File: src/rtl/serial_subtractor.sv
// serial_subtractor
//   Bit-serial two's-complement subtractor. It computes a - b one bit per
//   clock, LSB first, using one full-subtractor cell and a borrow flop.
//   A start/busy/done handshake lets a controlling FSM sequence it.
//
// Ports:
//   clk    rising-edge clock
//   rst    asynchronous, active-high reset
//   start  request; sampled only while busy=0
//   a, b   minuend / subtrahend, captured on the accepted start edge
//   busy   high while a subtraction is in progress
//   done   one-cycle pulse: diff/bout/ovf are newly valid
//   diff   a - b modulo 2^WIDTH (holds until the next completed operation)
//   bout   final borrow out; 1 iff a < b as unsigned
//   ovf    signed overflow of a - b
module serial_subtractor #(
    parameter int WIDTH = 4
) (
    input  logic             clk,
    input  logic             rst,
    input  logic             start,
    input  logic [WIDTH-1:0] a,
    input  logic [WIDTH-1:0] b,
    output logic             busy,
    output logic             done,
    output logic [WIDTH-1:0] diff,
    output logic             bout,
    output logic             ovf
);

    localparam int CW = $clog2(WIDTH) + 1;

    localparam logic [0:0] IDLE  = 1'b0;
    localparam logic [0:0] SHIFT = 1'b1;

    logic [0:0]       state;
    logic [WIDTH-1:0] sa;
    logic [WIDTH-1:0] sb;
    logic [WIDTH-1:0] res;
    logic             borrow;
    logic [CW-1:0]    cnt;
    logic             a_msb;
    logic             b_msb;

    logic             d;
    logic             borrow_next;
    logic [WIDTH-1:0] res_next;
    logic             last;

    // Full-subtractor cell on the current LSBs; the difference bit enters
    // the result register from the MSB end so that after WIDTH shifts the
    // first (LSB) bit has reached bit 0.
    always_comb begin
        d           = sa[0] ^ sb[0] ^ borrow;
        borrow_next = (~sa[0] & sb[0]) | (~(sa[0] ^ sb[0]) & borrow);
        res_next    = {d, res[WIDTH-1:1]};
        last        = (cnt == CW'(WIDTH - 1));
    end

    assign busy = (state == SHIFT);

    always_ff @(posedge clk or posedge rst) begin
        if (rst) begin
            state  <= IDLE;
            sa     <= '0;
            sb     <= '0;
            res    <= '0;
            borrow <= 1'b0;
            cnt    <= '0;
            a_msb  <= 1'b0;
            b_msb  <= 1'b0;
            done   <= 1'b0;
            diff   <= '0;
            bout   <= 1'b0;
            ovf    <= 1'b0;
        end else begin
            done <= 1'b0;
            case (state)
                IDLE: begin
                    if (start) begin
                        sa     <= a;
                        sb     <= b;
                        res    <= '0;
                        borrow <= 1'b0;
                        cnt    <= '0;
                        a_msb  <= a[WIDTH-1];
                        b_msb  <= b[WIDTH-1];
                        state  <= SHIFT;
                    end
                end
                SHIFT: begin
                    sa     <= sa >> 1;
                    sb     <= sb >> 1;
                    res    <= res_next;
                    borrow <= borrow_next;
                    if (last) begin
                        // Counter returns to zero rather than reaching WIDTH.
                        cnt   <= '0;
                        diff  <= res_next;
                        bout  <= borrow_next;
                        // d is the MSB of the finished difference.
                        ovf   <= (a_msb != b_msb) && (d != a_msb);
                        done  <= 1'b1;
                        state <= IDLE;
                    end else begin
                        cnt <= cnt + CW'(1);
                    end
                end
                default: state <= IDLE;
            endcase
        end
    end

endmodule
File: config.mk
export PLATFORM = sky130hd
export DESIGN_NAME = serial_subtractor
export DESIGN_NICKNAME = d
export VERILOG_FILES = /design/src/rtl/serial_subtractor.sv
export SDC_FILE = /design/constraint.sdc
export NUM_CORES = 1
export LEC_CHECK = 0
export ABC_AREA = 1
export CORE_ASPECT_RATIO = 1.2
export CORE_UTILIZATION = 30
export CTS_CLUSTER_DIAMETER = 100
export DETAILED_ROUTE_END_ITERATION = 12
export HOLD_SLACK_MARGIN = 0.05
export PLACE_DENSITY = 0.61
export SYNTH_ARGS = -nofsm -noshare
export SYNTH_HDL_FRONTEND = slang
export SYNTH_SLANG_ARGS = --single-unit
File: constraint.sdc
create_clock -name clk -period 1.7 [get_ports clk]
set_input_delay 0.255 -clock clk [delete_from_list [all_inputs] [get_ports clk]]
set_output_delay 0.255 -clock clk [all_outputs]
set_load 0.05 [all_outputs]
==> qor_table.md, run 1 <==
| Item | Reported |
| --- | --- |
| Io pins | 19 |
| DRC | 0 |
| Die H | 67.2 um |
| Clock root cell | sky130_fd_sc_hd__clkbuf_8 |
| CORE AREA | 3370 sq um |
| Peak Freq | 0.738 GHz |
| Dominant cell by count in the synthesized netlist | sky130_fd_sc_hd__nand2_1 |
| Crit-path slowest cell | sky130_fd_sc_hd__fa_1 |
| Synth Flop Type | sky130_fd_sc_hd__dfrtp_1 |
| Total met2 wirelength after detailed routing | 962 um |
| Number of antenna repair diodes | 0 |
| Combinational Power Share | 46.2% |
| Min-Delay Path Class | input pin to async pin |
| Power per cell area | 1830 nW/um^2 |
| Wire length on met3 | 83 um |
| Layout cell share with drive strength beyond 1 | 16.8% |
| Inst Count DP | 164 |
| Proportion of synthesized flip-flops having asynchronous set or reset | 100% |
| Mapped Nets | 122 |
| Worst r2r path cells | 6 |
| Count of input and output buffers | 18 |
| Required time of the worst setup path | 1.87 ns |
| WP depth | 6 |
| Top post-synthesis cells by count | 34 x sky130_fd_sc_hd__nand2_1, 25 x sky130_fd_sc_hd__dfrtp_1, 15 x sky130_fd_sc_hd__inv_1 |
| Xor/xnor share of the synthesized area | 0% |
| Combined area of all synthesized cells | 1060 sq um |
| Total Die Area | 3780 sq um |
| Portion of the post-synthesis area used by sequential elements | 58.9% |
| Static Leakage | 0.670 nW |
| Number of distinct library cells after synthesis | 18 |
| Most prevalent standard cell on the critical path | sky130_fd_sc_hd__nand2_1 |
| Floorplan die width | 56.3 um |
| Count of buffers added by post-CTS timing repair for setup | 0 |
| Layout net count | 145 |
| Clock network power share | 14.4% |
| Startpoint of the lowest-slack register-to-register path | sa[0] |
| Setup repair after global routing missed its margin | false |
| Synth area leader | sky130_fd_sc_hd__dfrtp_1 |
| Post-Place Cell Area | 1280 sq um |
| Post-layout instance count excluding filler cells | 168 |
| Drt total wl | 1890 um |
| Inserted Clock Buffers | 3 |
| Simple-gate share of the synthesized area | 19.8% |
| Uppermost layer routed | met4 |
| Dominant combinational cell family by area after synthesis | simple AND/OR/NAND/NOR gates |
| All-layer global routing usage | 11.8% |
| Adder and majority cell fraction of the synthesized area | 3.06% |
| Final core area utilization | 39.4% |
| Buf/Inv on CP | 1 |
| Detailed-router iteration count before antenna repair | 4 |
| Synthesis Warnings | 0 |
| Total of max-cap violations | 0 |
| TritonCTS clock tree | done |
| Cell breakdown of the critical path | fa_1, inv_1, nand3_1, nand2_1, nand2_1, nand2_1 |
| Count of mapped cells out of synthesis | 109 |
| Startpoint Class | flop |
| Top cell type's share of synthesized area | 58.9% |
| GRT Residual Overflow | 0 |
| Iteration-0 DRC Markers | 18 |
| Per-cell routed wire length | 11.3 um |
| Arrival time reported for the critical path endpoint | 1.52 ns |
| Final number of max-transition violations | 0 |
| Max H-tree Level | 1 |
| Via count | 765 |
| Setup-failing EPs final | 0 |
| Mux share of post-synthesis cell area | 0% |
| Total negative setup slack | 0 ns |
| Number of global-route vias before repair | 806 |
| Int Power | 1.39 mW |
| Area Overhead vs Synth | 24.9% |
| Count of antenna-violating nets left after detailed routing | 0 |
| Wire length of the first global-routing pass | 3440 um |
| Compound-cell area share of the yosys netlist | 10.1% |
| Post-route total power | 2.42 mW |
| Post-route met1 wirelength | 830 um |
| Reg2reg setup slack | 0.35 ns |
| Sequential Power Share | 39.5% |
| Buffer depth of the longest clock path | 2 |
| Sw Ratio | 42.7% |
| Post-CTS resize count | 0 |
| Maximum VDD drop | 900 uV |
| Row count | 23 |
| Number of register bits inferred by synthesis | 25 |
| Dpl hpwl | 1400 um |
| Slew at the pin with the worst max-slew slack | 0.396 ns |
| Final worst path period share | 79.7% |
| Number of enable flip-flop cells after synthesis | 0 |
| Effective utilization at floorplan | 31.5% |
| Clock Skews | 0.00171 ns |
| Antenna violations before repair | 0 |
| Maximum number of pins on one net before global-route repair | 26 |
| Highest cell delay on the worst timing path | 0.56 ns |
| Kind of capture point of the worst setup path | flop |
| Fin crit period | 1.35 ns |
| Terminus of the critical flop-to-flop path | ovf |
| Number of hold-slack violations in the final timing report | 0 |
| Worst Path Class, Setup | flop to flop |
| Run status | finished, final reports clean |
| Worst skew pair latency | 0.27 ns |
| Clk slew on worst S/H paths | 0.09 ns |
| Avg Synthesized Cell Area | 9.75 sq um |
| Worst max-slew margin expressed relative to the limit | 73.5% |
| Top area cells in the synthesized netlist | sky130_fd_sc_hd__dfrtp_1 59%, sky130_fd_sc_hd__nand2_1 12%, sky130_fd_sc_hd__inv_1 5.3% |
| Final GP Congestion | 0.701 |
| Clock sink count | 25 |
| Cell family contributing the most delay on the critical path | adder cells |
| Post-Layout Inst Area | 1330 sq um |
| Worst-path fanout max | 3 |
| Net switching component of the power | 1.03 mW |
| Via count normalized by instance count | 4.55 |
| Hold_buf cts | 0 |
layout by cell type, fill, tap and decap left out:
| master | n |
|---|---|
| sky130_fd_sc_hd__a21oi_1 | 1 |
| sky130_fd_sc_hd__buf_12 | 1 |
| sky130_fd_sc_hd__buf_4 | 9 |
| sky130_fd_sc_hd__clkbuf_8 | 3 |
| sky130_fd_sc_hd__clkdlybuf4s50_1 | 10 |
| sky130_fd_sc_hd__clkinv_2 | 1 |
| sky130_fd_sc_hd__dfrtp_1 | 25 |
| sky130_fd_sc_hd__fa_1 | 1 |
| sky130_fd_sc_hd__ha_1 | 1 |
| sky130_fd_sc_hd__inv_1 | 15 |
| sky130_fd_sc_hd__inv_2 | 2 |
| sky130_fd_sc_hd__inv_4 | 1 |
| sky130_fd_sc_hd__nand2_1 | 34 |
| sky130_fd_sc_hd__nand2_4 | 1 |
| sky130_fd_sc_hd__nand3_1 | 8 |
| sky130_fd_sc_hd__nor2_4 | 1 |
| sky130_fd_sc_hd__nor2_8 | 1 |
| sky130_fd_sc_hd__o211ai_2 | 2 |
| sky130_fd_sc_hd__o21ai_0 | 1 |
| sky130_fd_sc_hd__o21ai_1 | 7 |
| sky130_fd_sc_hd__o22ai_1 | 6 |
state kept, by name, summed over array words and instances (netlist names):
name	cells
a_msb	1
b_msb	1
borrow	1
bout	1
busy	1
cnt	3
diff	4
done	1
ovf	1
res	3
sa	4
sb	4
area by class of cell:
| cell class | instances | area (sq um) |
|---|---|---|
| clock buffer | 3 | 41.3 |
| clock inverter | 1 | 5.00 |
| fill | 326 | 2040 |
| inverter | 18 | 70.1 |
| multi-input combinational | 64 | 350 |
| sequential | 25 | 626 |
| tap | 37 | 46.3 |
| timing repair buffer | 20 | 188 |
tightest hold or removal path: cells and delay by family:
kind                   cells  cell delay, ns
buffers and inverters      3            0.74
power by group through the flow:
stage / Clock (mW) / Combinational [mW] / Sequential, mW
5_1_grt: 0.388 / 1.24 / 0.984
4_1_cts: 0.358 / 1.13 / 0.958
2_1_floorplan: 0 / 0.560 / 1.21
3_5_place_dp: 0 / 1.13 / 0.968
3_3_place_gp: 0 / 1.11 / 0.955
6_report: 0.348 / 1.12 / 0.956
worst max path at each step:
stage | end | from
CTS | ovf | sa[0]
finish | ovf | sa[0]
floorplan | ovf | sa[0]
global route | ovf | sa[0]
global placement | sb[2] | start
detailed placement | sa[2] | start
metal layers:
metal | global-route usage, % | up-vias
met1 | 14.0 | 353
met5 | 0 | -
li1 | - | 389
met3 | 1.72 | 2
met2 | 21.1 | 21
met4 | 5.49 | 0
per-stage QoR:
step                setup WS [ns]  hold slack, ns
global placement            0.333           0.469
global route                0.250           0.372
detailed placement          0.311           0.482
floorplan                   0.407           0.282
finish                      0.346           0.332
CTS                         0.332           0.340
cell families after synthesis:
| group | Yosys count |
|---|---|
| flops | 25 |
| compound gates | 17 |
| fa+ha+maj | 2 |
| simple gates | 45 |
| buf+inv | 20 |
Power figures use the tool's default switching activity.
==> run 2, diff against run 1 <==
clock period = 1.3 ns   (was 1.7 ns; I/O delays follow)
==> run 2 against run 1 <==
Sequential cell count stayed put. Register-to-register slack worse by 0.37 ns. First-iteration DRC count is 61% higher. Die area stayed put. Via count is 2.1% higher. Maximum frequency is 2.4% higher. Power is 50% higher. Final cell count is 3.0% higher. The run now ends with negative setup slack left. Setup slack worse by 0.37 ns. Clock power is 27% higher. Global-route usage is 0.36 points lower.
==> qor_table.md, run 2 (synthesis results as in run 1) <==
| Item | Reported | vs previous |
| --- | --- | --- |
| CORE AREA | 3370 sq um | unchanged |
| Net switching component of the power | 1.44 mW | +39% |
| Int Power | 2.19 mW | +58% |
| Startpoint of the lowest-slack register-to-register path | sa[0] |  |
| Run status | finished with violations |  |
| DRC | 0 | unchanged |
| Worst Hold Slack | 0.278 ns | -0.0533 ns |
| Sw Ratio | 39.6% | -3.0 points |
| Final GP Congestion | 0.740 | +5.7% |
| Dpl hpwl | 1450 um | +3.7% |
| Worst-path fanout max | 3 | unchanged |
| Final worst slack | -0.0228 ns | -0.368 ns |
| Commonest cells after routing, fill and taps aside | 34 x sky130_fd_sc_hd__nand2_1, 25 x sky130_fd_sc_hd__dfrtp_1, 13 x sky130_fd_sc_hd__inv_1 |  |
| Wire length of the first global-routing pass | 3360 um | -2.4% |
| Sequential Power Share | 36.2% | -3.3 points |
| Fin crit period | 1.32 ns | -0.0316 ns |
| Effective utilization at floorplan | 31.5% | unchanged |
| Antenna violations before repair | 0 | unchanged |
| Detailed-router iteration count before antenna repair | 2 | -2 |
| Count of input and output buffers | 18 | unchanged |
| Max H-tree Level | 1 | unchanged |
| Setup-failing EPs final | 2 | +2 |
| Failing checks | negative setup slack |  |
| Final worst path period share | 102% | +22 points |
| Leading cell type in the layout, fill and taps excluded | sky130_fd_sc_hd__nand2_1 |  |
| Maximum VDD drop | 1530 uV | +70% |
| Combinational Power Share | 51.6% | +5.4 points |
| Number of hold-slack violations in the final timing report | 0 | unchanged |
| Clock root cell | sky130_fd_sc_hd__clkbuf_8 |  |
| Count of antenna-violating nets left after detailed routing | 0 | unchanged |
| Min-Delay Path Class | input pin to async pin |  |
| Drt total wl | 1880 um | -0.79% |
| Worst r2r path cells | 4 | -2 |
| Post-route total power | 3.63 mW | +50% |
| Slew at the pin with the worst max-slew slack | 0.340 ns | -0.0562 ns |
| Total Die Area | 3780 sq um | unchanged |
| Clock network power share | 12.2% | -2.2 points |
| Io pins | 19 | unchanged |
| Via count normalized by instance count | 4.51 | -0.86% |
| Largest registers | diff (4), sa (4), sb (4) |  |
| Highest cell delay on the worst timing path | 0.57 ns | about the same |
| Inserted Clock Buffers | 3 | unchanged |
| Kind of capture point of the worst setup path | flop |  |
| Cell breakdown of the critical path | fa_1, inv_2, buf_4, o21ai_1 |  |
| All-layer global routing usage | 11.4% | -0.36 points |
| Required time of the worst setup path | 1.49 ns | -0.38 ns |
| TritonCTS clock tree | done |  |
| Die H | 67.2 um | unchanged |
| Hold_buf cts | 0 | unchanged |
| Floorplan die width | 56.3 um | unchanged |
| Terminus of the critical flop-to-flop path | diff[3] |  |
| Total of max-cap violations | 0 | unchanged |
| GRT Residual Overflow | 0 | unchanged |
| Worst Path Class, Setup | flop to flop |  |
| Number of antenna repair diodes | 0 | unchanged |
| Arrival time reported for the critical path endpoint | 1.51 ns | about the same |
| Per-cell routed wire length | 10.9 um | -3.7% |
| Row count | 23 | unchanged |
| Power per cell area | 2450 nW/um^2 | +34% |
| Iteration-0 DRC Markers | 29 | +11 |
| Worst skew pair latency | 0.26 ns | about the same |
| Reg2reg setup slack | -0.02 ns | -0.37 ns |
| Area Overhead vs Synth | 39.8% |  |
| Via count | 781 | +2.1% |
| Setup repair after global routing missed its margin | true |  |
| Final number of max-transition violations | 0 | unchanged |
| Buffer depth of the longest clock path | 2 | unchanged |
| Fill cells | 312 | -4.3% |
| Clock Skews | 0.00469 ns | +0.00298 ns |
| Clk slew on worst S/H paths | 0.08 ns | about the same |
| Clock sink count | 25 | unchanged |
| Maximum number of pins on one net before global-route repair | 26 | unchanged |
| Crit-path slowest cell | sky130_fd_sc_hd__fa_1 |  |
| Worst max-slew margin expressed relative to the limit | 77.3% | +3.8 points |
| Number of global-route vias before repair | 795 | -1.4% |
| Startpoint Class | flop |  |
| Layout cell share with drive strength beyond 1 | 22.1% | +5.3 points |
| Static Leakage | 0.728 nW | +8.7% |
| Peak Freq | 0.756 GHz | +2.4% |
| Layout net count | 150 | +3.4% |
==> run 2: changes by cell type in the layout (fill, tap and decap cells not counted), sizes merged <==
| cell | delta |
|---|---|
| clkbuf | +1 |
| buf | +5 |
| clkinv | -1 |
==> run 2: final cells by class <==
type	instances	area, sq um	area share, %
repair buffers	25	338	22.7
clock buffers	4	45.0	3.03
well taps	37	46.3	3.12
flip-flops and latches	25	626	42.1
inverters	18	70.1	4.72
multi-input cells	64	360	24.3
==> run 2: stage by stage <==
step	util, %	TNS, ns	worst slack, ns	instance area (sq um)	std cells
floorplan	-	0	0.00718	1060	109
global placement	41.6	-0.0227	-0.0227	1400	165
detailed placement	41.6	-0.111	-0.0511	1400	165
CTS	43.5	-0.0371	-0.0371	1470	171
global route	44.1	-0.172	-0.102	1490	173
finish	44.1	-0.0414	-0.0228	1490	173
==> run 2: worst max-delay path by stage <==
| stage | start | endpoint | slack, ns | cells past startpoint |
|---|---|---|---|---|
| global placement | sa[0] | ovf | -0.02 | 6 |
| CTS | sb[0] | ovf | -0.04 | 7 |
| global route | sa[0] | ovf | -0.10 | 6 |
| floorplan | sa[0] | ovf | 0.007 | 6 |
| finish | sa[0] | diff[3] | -0.02 | 4 |
| detailed placement | sa[0] | ovf | -0.05 | 6 |
==> run 2: layer usage <==
metal,vias up,part of all wire [%],GRT usage [%]
met5,-,0,0
met4,0,0.91,5.18
met3,2,2.7,1.92
met2,13,54,22.0
met1,370,42,12.2
li1,396,-,-
==> run 2: timing repair <==
item	in CTS	in global routing
resized for setup	3	1
setup endpoints to repair	1	4
pin swaps	3	3
buffers inserted	2	2
gates cloned	0	0
==> run 2: worst max-delay path: cells and delay by family (launching register included) <==
family | cells | cell delay (ns)
flops | 1 | 0.40
buf+inv | 2 | 0.18
compound gates | 1 | 0.10
fa+ha+maj | 1 | 0.57
==> run 2: power groups by stage <==
stage	Sequential [mW]	Combinational, mW	Clock, mW
after floorplan	1.59	0.733	0
after global placement	1.32	1.72	0
after detailed placement	1.33	1.76	0
after CTS	1.32	1.82	0.456
after global routing	1.35	2.05	0.479
final	1.32	1.88	0.442
==> run 3, diff against run 2 <==
--- a/constraint.sdc
+++ b/constraint.sdc
@@ -3,2 +3,2 @@
 set_output_delay 0.195 -clock clk [all_outputs]
-set_load 0.05 [all_outputs]
+set_load 0.1 [all_outputs]
==> run 3 against run 2 <==
The flow still finishes with violations (negative setup slack). Final cell count shrank 0.58%. Critical path type unchanged. Clock power about the same. Setup slack improved by 0.016 ns. Sequential power rose by 4%. Largest power group unchanged.
==> qor_table.md, run 3 (synthesis results as in run 1) <==
| Item | Reported | vs previous |
| --- | --- | --- |
| Drt total wl | 1880 um | -0.11% |
| Post-Place Cell Area | 1380 sq um | -1.7% |
| CORE AREA | 3370 sq um | unchanged |
| Commonest cells after routing, fill and taps aside | 34 x sky130_fd_sc_hd__nand2_1, 24 x sky130_fd_sc_hd__dfrtp_1, 12 x sky130_fd_sc_hd__inv_1 |  |
| Crit-path slowest cell | sky130_fd_sc_hd__fa_1 |  |
| Buf/Inv on CP | 2 | unchanged |
| Worst max-slew margin expressed relative to the limit | 76.8% | -0.47 points |
| Count of antenna-violating nets left after detailed routing | 0 | unchanged |
| Number of antenna repair diodes | 0 | unchanged |
| Inserted Clock Buffers | 3 | unchanged |
| Power per cell area | 2710 nW/um^2 | +11% |
| Via count | 789 | +1.0% |
| Detailed-router iteration count before antenna repair | 3 | +1 |
| Final number of max-transition violations | 0 | unchanged |
| Cell family contributing the most delay on the critical path | adder cells |  |
| Iteration-0 DRC Markers | 3 | -90% |
| Post-route met1 wirelength | 792 um | -0.75% |
| Total met2 wirelength after detailed routing | 1000 um | -0.99% |
| Largest registers | diff (4), sa (4), sb (4) |  |
| Slew at the pin with the worst max-slew slack | 0.347 ns | +0.00697 ns |
| Dpl hpwl | 1440 um | -0.64% |
| Post-layout instance count excluding filler cells | 172 | -0.58% |
| Fin crit period | 1.31 ns | -0.0164 ns |
| Row count | 23 | unchanged |
| Setup-failing EPs final | 1 | -1 |
| Number of hold-slack violations in the final timing report | 0 | unchanged |
| Final GP Congestion | 0.740 | about the same |
| Kind of capture point of the worst setup path | flop |  |
| Min-Delay Path Class | input pin to async pin |  |
| Antenna violations before repair | 0 | unchanged |
| Failing checks | negative setup slack |  |
| Leading cell type in the layout, fill and taps excluded | sky130_fd_sc_hd__nand2_1 |  |
| Post-route total power | 3.93 mW | +8.1% |
| Max H-tree Level | 1 | unchanged |
| Uppermost layer routed | met4 |  |
| Total Die Area | 3780 sq um | unchanged |
| Final worst slack | -0.00637 ns | +0.0164 ns |
| Per-cell routed wire length | 10.9 um | +0.47% |
| Effective utilization at floorplan | 31.5% | unchanged |
| Worst skew pair latency | 0.26 ns | about the same |
| Peak Freq | 0.765 GHz | +1.3% |
| GRT Residual Overflow | 0 | unchanged |
| Maximum number of pins on one net before global-route repair | 26 | unchanged |
| Most prevalent standard cell on the critical path | sky130_fd_sc_hd__nand2_1 |  |
| Clock Skews | 0.00118 ns | -0.00351 ns |
| Worst-path fanout max | 3 | unchanged |
| All-layer global routing usage | 11.3% | -0.14 points |
| Inst Count DP | 165 | unchanged |
| Clk slew on worst S/H paths | 0.08 ns | about the same |
| Layout net count | 149 | -0.67% |
| Maximum VDD drop | 1910 uV | +25% |
| Post-Layout Inst Area | 1450 sq um | -2.4% |
| Wire length on met3 | 71 um | +39% |
| Layout cell share with drive strength beyond 1 | 22.2% | +0.16 points |
| Via count normalized by instance count | 4.59 | +1.6% |
| Setup repair after global routing missed its margin | true |  |
| Required time of the worst setup path | 1.46 ns | -0.03 ns |
| Number of global-route vias before repair | 842 | +5.9% |
| Startpoint Class | flop |  |
| Static Leakage | 0.710 nW | -2.5% |
| Clock root cell | sky130_fd_sc_hd__clkbuf_8 |  |
| Final worst path period share | 100% | -1.3 points |
| Worst Hold Slack | 0.275 ns | -0.00375 ns |
| Total of max-cap violations | 0 | unchanged |
| Worst Path Class, Setup | flop to flop |  |
| Count of input and output buffers | 18 | unchanged |
| Area Overhead vs Synth | 36.4% |  |
| Cell breakdown of the critical path | inv_2, fa_1, inv_2, nand3_2, nand2_1, nand2_1, nand2_1 |  |
| Total negative setup slack | -0.00637 ns | +0.0350 ns |
| Die H | 67.2 um | unchanged |
| Arrival time reported for the critical path endpoint | 1.47 ns | -0.04 ns |
| TritonCTS clock tree | done |  |
| Buffer depth of the longest clock path | 2 | unchanged |
| Io pins | 19 | unchanged |
| Hold_buf cts | 0 | unchanged |
| Wire length of the first global-routing pass | 3320 um | -1.3% |
| Highest cell delay on the worst timing path | 0.56 ns | about the same |
| Floorplan die width | 56.3 um | unchanged |
| Run status | finished with violations |  |
| Clock sink count | 25 | unchanged |
| DRC | 0 | unchanged |
run 3: layer usage:
layer / vias up / track usage [%]
li1: 399 / -
met1: 372 / 11.5
met2: 16 / 21.7
met3: 2 / 3.07
met4: 0 / 4.57
met5: - / 0
run 3: per-stage QoR:
stage	util [%]	setup WS [ns]
after floorplan	-	0.0000850
after global placement	40.9	-0.0211
after detailed placement	40.9	-0.0508
after CTS	43.0	-0.0399
after global routing	43.0	-0.0762
final	43.0	-0.00637
run 3: area by class of cell:
| cell class | count | area, sq um |
|---|---|---|
| fillers | 330 | 1920 |
| inverters | 18 | 70.1 |
| repair buffers | 24 | 305 |
| well taps | 37 | 46.3 |
| clock buffers | 4 | 45.0 |
| multi-input cells | 64 | 355 |
| flip-flops and latches | 25 | 627 |
run 3: power breakdown:
part | internal (mW) | switching (mW) | total, mW
sequential | 1.09 | 0.276 | 1.37
combinational | 0.819 | 1.30 | 2.12
clock | 0.219 | 0.226 | 0.445
run 3: repair_timing:
item | in CTS | in global routing
setup buffers | 3 | 0
gates resized for setup | 3 | 1
gates cloned | 0 | 0
pin swaps | 5 | 3
setup endpoints to repair | 1 | 2
run 3: final timing paths:
check / end / startpoint / slack [ns] / cells past startpoint
setup / recovery: ovf / borrow / -0.006 / 7
hold / removal: cnt[1] / rst / 0.27 / 3
setup reg to reg: ovf / borrow / -0.006 / 7
hold reg to reg: sa[0] / sa[1] / 0.49 / 2
max in group asynchronous: busy / rst / 0.77 / 3
min in group clk: sb[1] / b[1] / 0.48 / 3
run 3: worst min-delay path, delay by kind of cell:
kind	cells	cell delay [ns]
buf+inv	3	0.74
